[config.mk]
export PLATFORM = sky130hd
export DESIGN_NAME = data_memory_arbiter
export DESIGN_NICKNAME = d
export VERILOG_FILES = /design/src/rtl/data_memory_arbiter.sv
export SDC_FILE = /design/constraint.sdc
export NUM_CORES = 1
export LEC_CHECK = 0
export ABC_AREA = 1
export CAP_MARGIN = 10
export CORE_MARGIN = 3
export CORE_UTILIZATION = 50
export CTS_CLUSTER_SIZE = 20
export DETAILED_ROUTE_END_ITERATION = 12
export DONT_BUFFER_PORTS = 1
export HOLD_SLACK_MARGIN = 0.06
export PLACE_DENSITY = 0.72
export SKIP_LAST_GASP = 1
export SYNTH_ARGS = -nofsm -noshare
export SYNTH_HDL_FRONTEND = slang
export SYNTH_SLANG_ARGS = --single-unit
[constraint.sdc]
create_clock -name clk -period 10.15 [get_ports clk]
set_clock_uncertainty 0.05 [all_clocks]
set_input_delay 1.015 -clock clk [delete_from_list [all_inputs] [get_ports clk]]
set_output_delay 1.015 -clock clk [all_outputs]
set_load 0.1 [all_outputs]
[src/rtl/data_memory_arbiter.sv]
// data_memory_arbiter
// Shares one single-port data memory between two requesters:
//   port 0 = core load/store unit, port 1 = debug/DMA loader.
// Round-robin valid/ready arbitration with a two-state sequencer (IDLE/ACCESS).
// Each accepted request is driven onto the memory strobes for exactly one
// ACCESS cycle. The response pulses on the winning port in the IDLE cycle
// that follows. A new request may be accepted in that same cycle, so one
// access completes every two cycles.
// The memory writes on posedge clk and latches read data on negedge clk, so a
// load's data is stable by the posedge that ends ACCESS.
// Optional feature: define DATA_MEMORY_ARB_PERF_EN to add 16-bit saturating
// grant/conflict counters and their output ports.

module data_memory_arbiter #(
  parameter int ADDR_WIDTH = 7,
  parameter int DATA_WIDTH = 32,
  parameter int MEM_DEPTH  = 127
) (
  input  logic                  clk,
  input  logic                  reset,
  // port 0: core load/store unit
  input  logic                  req0_valid,
  input  logic                  req0_write,
  input  logic [ADDR_WIDTH-1:0] req0_addr,
  input  logic [DATA_WIDTH-1:0] req0_wdata,
  output logic                  req0_ready,
  output logic                  rsp0_valid,
  output logic [DATA_WIDTH-1:0] rsp0_rdata,
  output logic                  rsp0_err,
  // port 1: debug/DMA loader
  input  logic                  req1_valid,
  input  logic                  req1_write,
  input  logic [ADDR_WIDTH-1:0] req1_addr,
  input  logic [DATA_WIDTH-1:0] req1_wdata,
  output logic                  req1_ready,
  output logic                  rsp1_valid,
  output logic [DATA_WIDTH-1:0] rsp1_rdata,
  output logic                  rsp1_err,
  // data memory interface
  output logic                  mem_read,
  output logic                  mem_write,
  output logic [ADDR_WIDTH-1:0] mem_address,
  output logic [DATA_WIDTH-1:0] mem_write_data,
  input  logic [DATA_WIDTH-1:0] mem_read_data
`ifdef DATA_MEMORY_ARB_PERF_EN
  ,
  output logic [15:0]           perf_grant0,
  output logic [15:0]           perf_grant1,
  output logic [15:0]           perf_conflict
`endif
);

  typedef enum logic [0:0] {
    ST_IDLE   = 1'b0,
    ST_ACCESS = 1'b1
  } state_t;

  localparam logic [ADDR_WIDTH:0] DEPTH_LIMIT = (ADDR_WIDTH + 1)'(MEM_DEPTH);

  state_t                  state_q;
  logic                    rr_ptr_q;       // port favoured when both are valid
  logic                    cap_port_q;     // winner of the access in flight
  logic                    cap_write_q;
  logic                    cap_inrange_q;

  logic                    mem_read_q;
  logic                    mem_write_q;
  logic [ADDR_WIDTH-1:0]   mem_address_q;
  logic [DATA_WIDTH-1:0]   mem_write_data_q;

  logic [1:0]              rsp_valid_q;
  logic [1:0]              rsp_err_q;
  logic [DATA_WIDTH-1:0]   rsp_rdata_q [2];

  // Per-port views of the request bundles so that selection is indexed.
  logic [1:0]              req_valid;
  logic [1:0]              req_write;
  logic [ADDR_WIDTH-1:0]   req_addr  [2];
  logic [DATA_WIDTH-1:0]   req_wdata [2];

  // Combinational grant and the selected request fields.
  logic [1:0]              grant_d;
  logic                    win_port_d;
  logic                    sel_write_d;
  logic [ADDR_WIDTH-1:0]   sel_addr_d;
  logic [DATA_WIDTH-1:0]   sel_wdata_d;
  logic                    sel_inrange_d;

  assign req_valid    = {req1_valid, req0_valid};
  assign req_write    = {req1_write, req0_write};
  assign req_addr[0]  = req0_addr;
  assign req_addr[1]  = req1_addr;
  assign req_wdata[0] = req0_wdata;
  assign req_wdata[1] = req1_wdata;

  // Round-robin winner selection; only possible while IDLE.
  always_comb begin
    grant_d = 2'b00;
    if (state_q == ST_IDLE) begin
      if (req_valid[0] && (!req_valid[1] || !rr_ptr_q)) begin
        grant_d[0] = 1'b1;
      end else if (req_valid[1]) begin
        grant_d[1] = 1'b1;
      end
    end
  end

  // Mux the winning request's fields and classify its address.
  always_comb begin
    win_port_d    = grant_d[1];
    sel_write_d   = req_write[win_port_d];
    sel_addr_d    = req_addr[win_port_d];
    sel_wdata_d   = req_wdata[win_port_d];
    sel_inrange_d = ({1'b0, sel_addr_d} < DEPTH_LIMIT);
  end

  // Sequencer: capture on accept, strobe memory in ACCESS, respond after.
  always_ff @(posedge clk or posedge reset) begin
    if (reset) begin
      state_q          <= ST_IDLE;
      rr_ptr_q         <= 1'b0;
      cap_port_q       <= 1'b0;
      cap_write_q      <= 1'b0;
      cap_inrange_q    <= 1'b0;
      mem_read_q       <= 1'b0;
      mem_write_q      <= 1'b0;
      mem_address_q    <= '0;
      mem_write_data_q <= '0;
      rsp_valid_q      <= 2'b00;
      rsp_err_q        <= 2'b00;
      for (int i = 0; i < 2; i++) begin
        rsp_rdata_q[i] <= '0;
      end
    end else begin
      // Responses are single-cycle pulses.
      rsp_valid_q <= 2'b00;
      rsp_err_q   <= 2'b00;
      case (state_q)
        ST_IDLE: begin
          if (grant_d != 2'b00) begin
            state_q          <= ST_ACCESS;
            rr_ptr_q         <= ~win_port_d;
            cap_port_q       <= win_port_d;
            cap_write_q      <= sel_write_d;
            cap_inrange_q    <= sel_inrange_d;
            mem_address_q    <= sel_addr_d;
            mem_write_data_q <= sel_wdata_d;
            // Out-of-range requests never touch the memory.
            mem_write_q      <= sel_write_d & sel_inrange_d;
            mem_read_q       <= ~sel_write_d & sel_inrange_d;
          end
        end
        ST_ACCESS: begin
          state_q                 <= ST_IDLE;
          mem_read_q              <= 1'b0;
          mem_write_q             <= 1'b0;
          rsp_valid_q[cap_port_q] <= 1'b1;
          rsp_err_q[cap_port_q]   <= ~cap_inrange_q;
          // Load data was latched by the memory at the mid-ACCESS negedge.
          if (!cap_write_q) begin
            rsp_rdata_q[cap_port_q] <= cap_inrange_q ? mem_read_data : '0;
          end
        end
        default: begin
          state_q     <= ST_IDLE;
          mem_read_q  <= 1'b0;
          mem_write_q <= 1'b0;
        end
      endcase
    end
  end

  assign req0_ready     = grant_d[0];
  assign req1_ready     = grant_d[1];
  assign rsp0_valid     = rsp_valid_q[0];
  assign rsp1_valid     = rsp_valid_q[1];
  assign rsp0_err       = rsp_err_q[0];
  assign rsp1_err       = rsp_err_q[1];
  assign rsp0_rdata     = rsp_rdata_q[0];
  assign rsp1_rdata     = rsp_rdata_q[1];
  assign mem_read       = mem_read_q;
  assign mem_write      = mem_write_q;
  assign mem_address    = mem_address_q;
  assign mem_write_data = mem_write_data_q;

`ifdef DATA_MEMORY_ARB_PERF_EN
  logic [15:0] perf_grant_q [2];
  logic [15:0] perf_conflict_q;
  logic        conflict_d;

  assign conflict_d = (state_q == ST_IDLE) && req_valid[0] && req_valid[1];

  generate
    for (genvar gi = 0; gi < 2; gi++) begin : g_perf_grant
      // Saturating count of accepts on port gi.
      always_ff @(posedge clk or posedge reset) begin
        if (reset) begin
          perf_grant_q[gi] <= '0;
        end else if (grant_d[gi] && (perf_grant_q[gi] != 16'hFFFF)) begin
          perf_grant_q[gi] <= perf_grant_q[gi] + 16'd1;
        end
      end
    end
  endgenerate

  // Saturating count of IDLE cycles in which both ports contend.
  always_ff @(posedge clk or posedge reset) begin
    if (reset) begin
      perf_conflict_q <= '0;
    end else if (conflict_d && (perf_conflict_q != 16'hFFFF)) begin
      perf_conflict_q <= perf_conflict_q + 16'd1;
    end
  end

  assign perf_grant0   = perf_grant_q[0];
  assign perf_grant1   = perf_grant_q[1];
  assign perf_conflict = perf_conflict_q;
`endif

endmodule
==> reports/qor.txt <==
Highest clock rate -> 335 MHz
Setup crit start kind -> primary input
Worst r2r src -> rr_ptr_q
Area grow syn2layout -> 13.3%
Die extent in x -> 102 um
Worst Path Required -> 9090 ps
Ys flop type -> dfrtp_1
Core Rows -> 34
Post-DRT Antenna Nets -> 0
Worst setup EP type -> output port
Yosys top cell by area -> dfrtp_1
Ys async rst share -> 1.00
Critical Path Max Stage Delay -> 460 ps
Synth Cell Area -> 4650 um^2
Number of port buffers -> 0
Routed vias/inst -> 5.49
Slew HR -> 0.304
CP Data Arrival Time -> 1920 ps
Post-synthesis sequential area ratio -> 0.613
Crit Path Class -> in2out
Post-CTS Setup Bufs -> 0
Post_cts resized -> 0
Post-synth EDFFs -> 0
Hold_buf cts -> 0
Crit path time final -> 2980 ps
Crit-path cells -> inv_1, nor2_4, nand2_4, inv_4
Final Wtd Congestion -> 0.808
First-pass GRT wire length -> 16.7 mm
Placed Instance Area -> 4650 um^2
Most common cell after layout, fill and taps aside -> nand2_1
Share of layout cells above drive strength 1 -> 0.117
R2r endpoint -> mem_read
Tightest Pin Transition -> 1040 ps
Starting DRT DRC Count -> 159
Yosys warning count -> 0
RSZ-0062 raised after global routing -> false
Setup violations, final -> 0
Clock buffer depth -> 2
TritonCTS clock tree -> built
Routed len/inst -> 17.4 um
CP max-delay cell -> inv_4
Final Core Density -> 0.593
Post-synthesis cell count -> 512
Number of max-cap violations -> 0
Via count -> 3446
Overall die height -> 102 um
H-tree depth -> 4
Distinct cells, synth -> 25
# clock sinks -> 114
Total core area -> 8890 um^2
Fillers -> 781
Most frequent cells in the layout -> nand2_1 (186), dfrtp_1 (114), nor2_1 (40)
# DRC -> 0
Worst-path fanout max -> 34
Antenna diodes -> 0
Final Slew Violations -> 0
Final Hold Vio Count -> 0
TritonRoute pass-1 iters -> 4
Final period util -> 0.294
Multi-input gate area -> 1580 um^2
Initial core utilization -> 0.523
Syn nets -> 628
Clk slew on worst S/H paths -> 60 ps
Die area -> 10500 um^2
R2r setup slk -> 8220 ps
Largest net degree at the start of global routing -> 86
Worst hold path class -> in2async
Gr ovfl total -> 0
Fin nets -> 623
Post-route cell area -> 5270 um^2
Initial antenna violation count -> 0
DP HPWL -> 7.65 mm
#FFs+latches synth -> 114
Root buffer cell -> clkbuf_8
Vias in the first global route -> 3344
Final setup TNS -> 0 ps
Cells on worst reg2reg path -> 9
Clock insertion delay at the later pin of the skew report -> 490 ps
Routed WL -> 10.9 mm
FF+latch area -> 2850 um^2
Total CTS buffers -> 17
Top Ports -> 227
Share of the synthesized area in the top cell type -> 0.613
Run status -> finished, final reports clean
Largest cells by area after synthesis -> dfrtp_1 (61%), nand2_1 (15%), nand3_1 (4.1%)
GRT Overall Usage -> 0.205
Syn avg cell area -> 9.09 um^2
==> sequential cells by signal, indices dropped and copies added, names as in the netlist, 2 cells and up <==
signal,cells
rsp_err_q,2
rsp_valid_q,2
rsp1_rdata,32
mem_write_data,32
rsp0_rdata,32
mem_address,7
==> synthesized netlist by cell type, types with 2 or more instances <==
cell / count
buf_2: 12
o21ai_0: 33
a21oi_1: 32
buf_4: 4
a31oi_1: 6
dfrtp_1: 114
nand3_2: 2
nand3_1: 38
inv_1: 8
buf_6: 3
clkbuf_1: 8
nand2_4: 2
nand2_2: 10
nand2_1: 186
nor2_1: 40
nor2_2: 3
inv_2: 2
nor2_4: 2
==> metal layers <==
| metal | part of all wire | routed length [um] | up-vias | global-route usage |
|---|---|---|---|---|
| met2 | 0.49 | 5350 | 187 | 0.331 |
| met5 | 0 | 0 | - | 0 |
| li1 | - | - | 1648 | - |
| met4 | 0.0071 | 78 | 0 | 0.0585 |
| met3 | 0.12 | 1280 | 6 | 0.0956 |
| met1 | 0.39 | 4220 | 1605 | 0.247 |
==> layout make-up <==
cell class                      count  share of cell area
Clock buffer                       20              0.0845
Clock inverter                     12              0.0342
Inverter                           11             0.00878
Multi-Input combinational cell    359               0.300
Sequential cell                   114               0.541
Tap cell                          108              0.0256
Timing Repair Buffer                4             0.00570
==> per-stage QoR <==
step | hold WS (ps) | std cells | worst slack [ps]
after floorplan | 392 | 512 | 6070
after global placement | 411 | 596 | 7210
after detailed placement | 422 | 596 | 7170
after CTS | 313 | 628 | 7170
after global routing | 314 | 628 | 7080
final | 326 | 628 | 7170
==> cell families after synthesis <==
logic type	count (synthesis)	synth area share
flip-flops	114	0.613
AND/OR/NAND/NOR	284	0.256
AO/OA/AOI/OAI	75	0.0844
buffers and inverters	39	0.0468
==> worst max-delay path: cells and delay by family <==
family	cells	cell delay [ps]
buffers and inverters	2	500
AND/OR/NAND/NOR	2	370
==> how the worst max path moves through the flow <==
stage	from	slack, ps	endpoint	cells after the start
3_5_place_dp	req1_valid	7170	req1_ready	4
5_1_grt	req1_valid	7080	req1_ready	4
4_1_cts	req1_valid	7170	req1_ready	4
6_report	req1_valid	7170	req1_ready	4
3_3_place_gp	req1_valid	7210	req1_ready	4
2_1_floorplan	reset	6070	cap_inrange_q	1
Power is not shown: default switching activity piles up to over one toggle a cycle in this logic, so the estimate is an artifact.
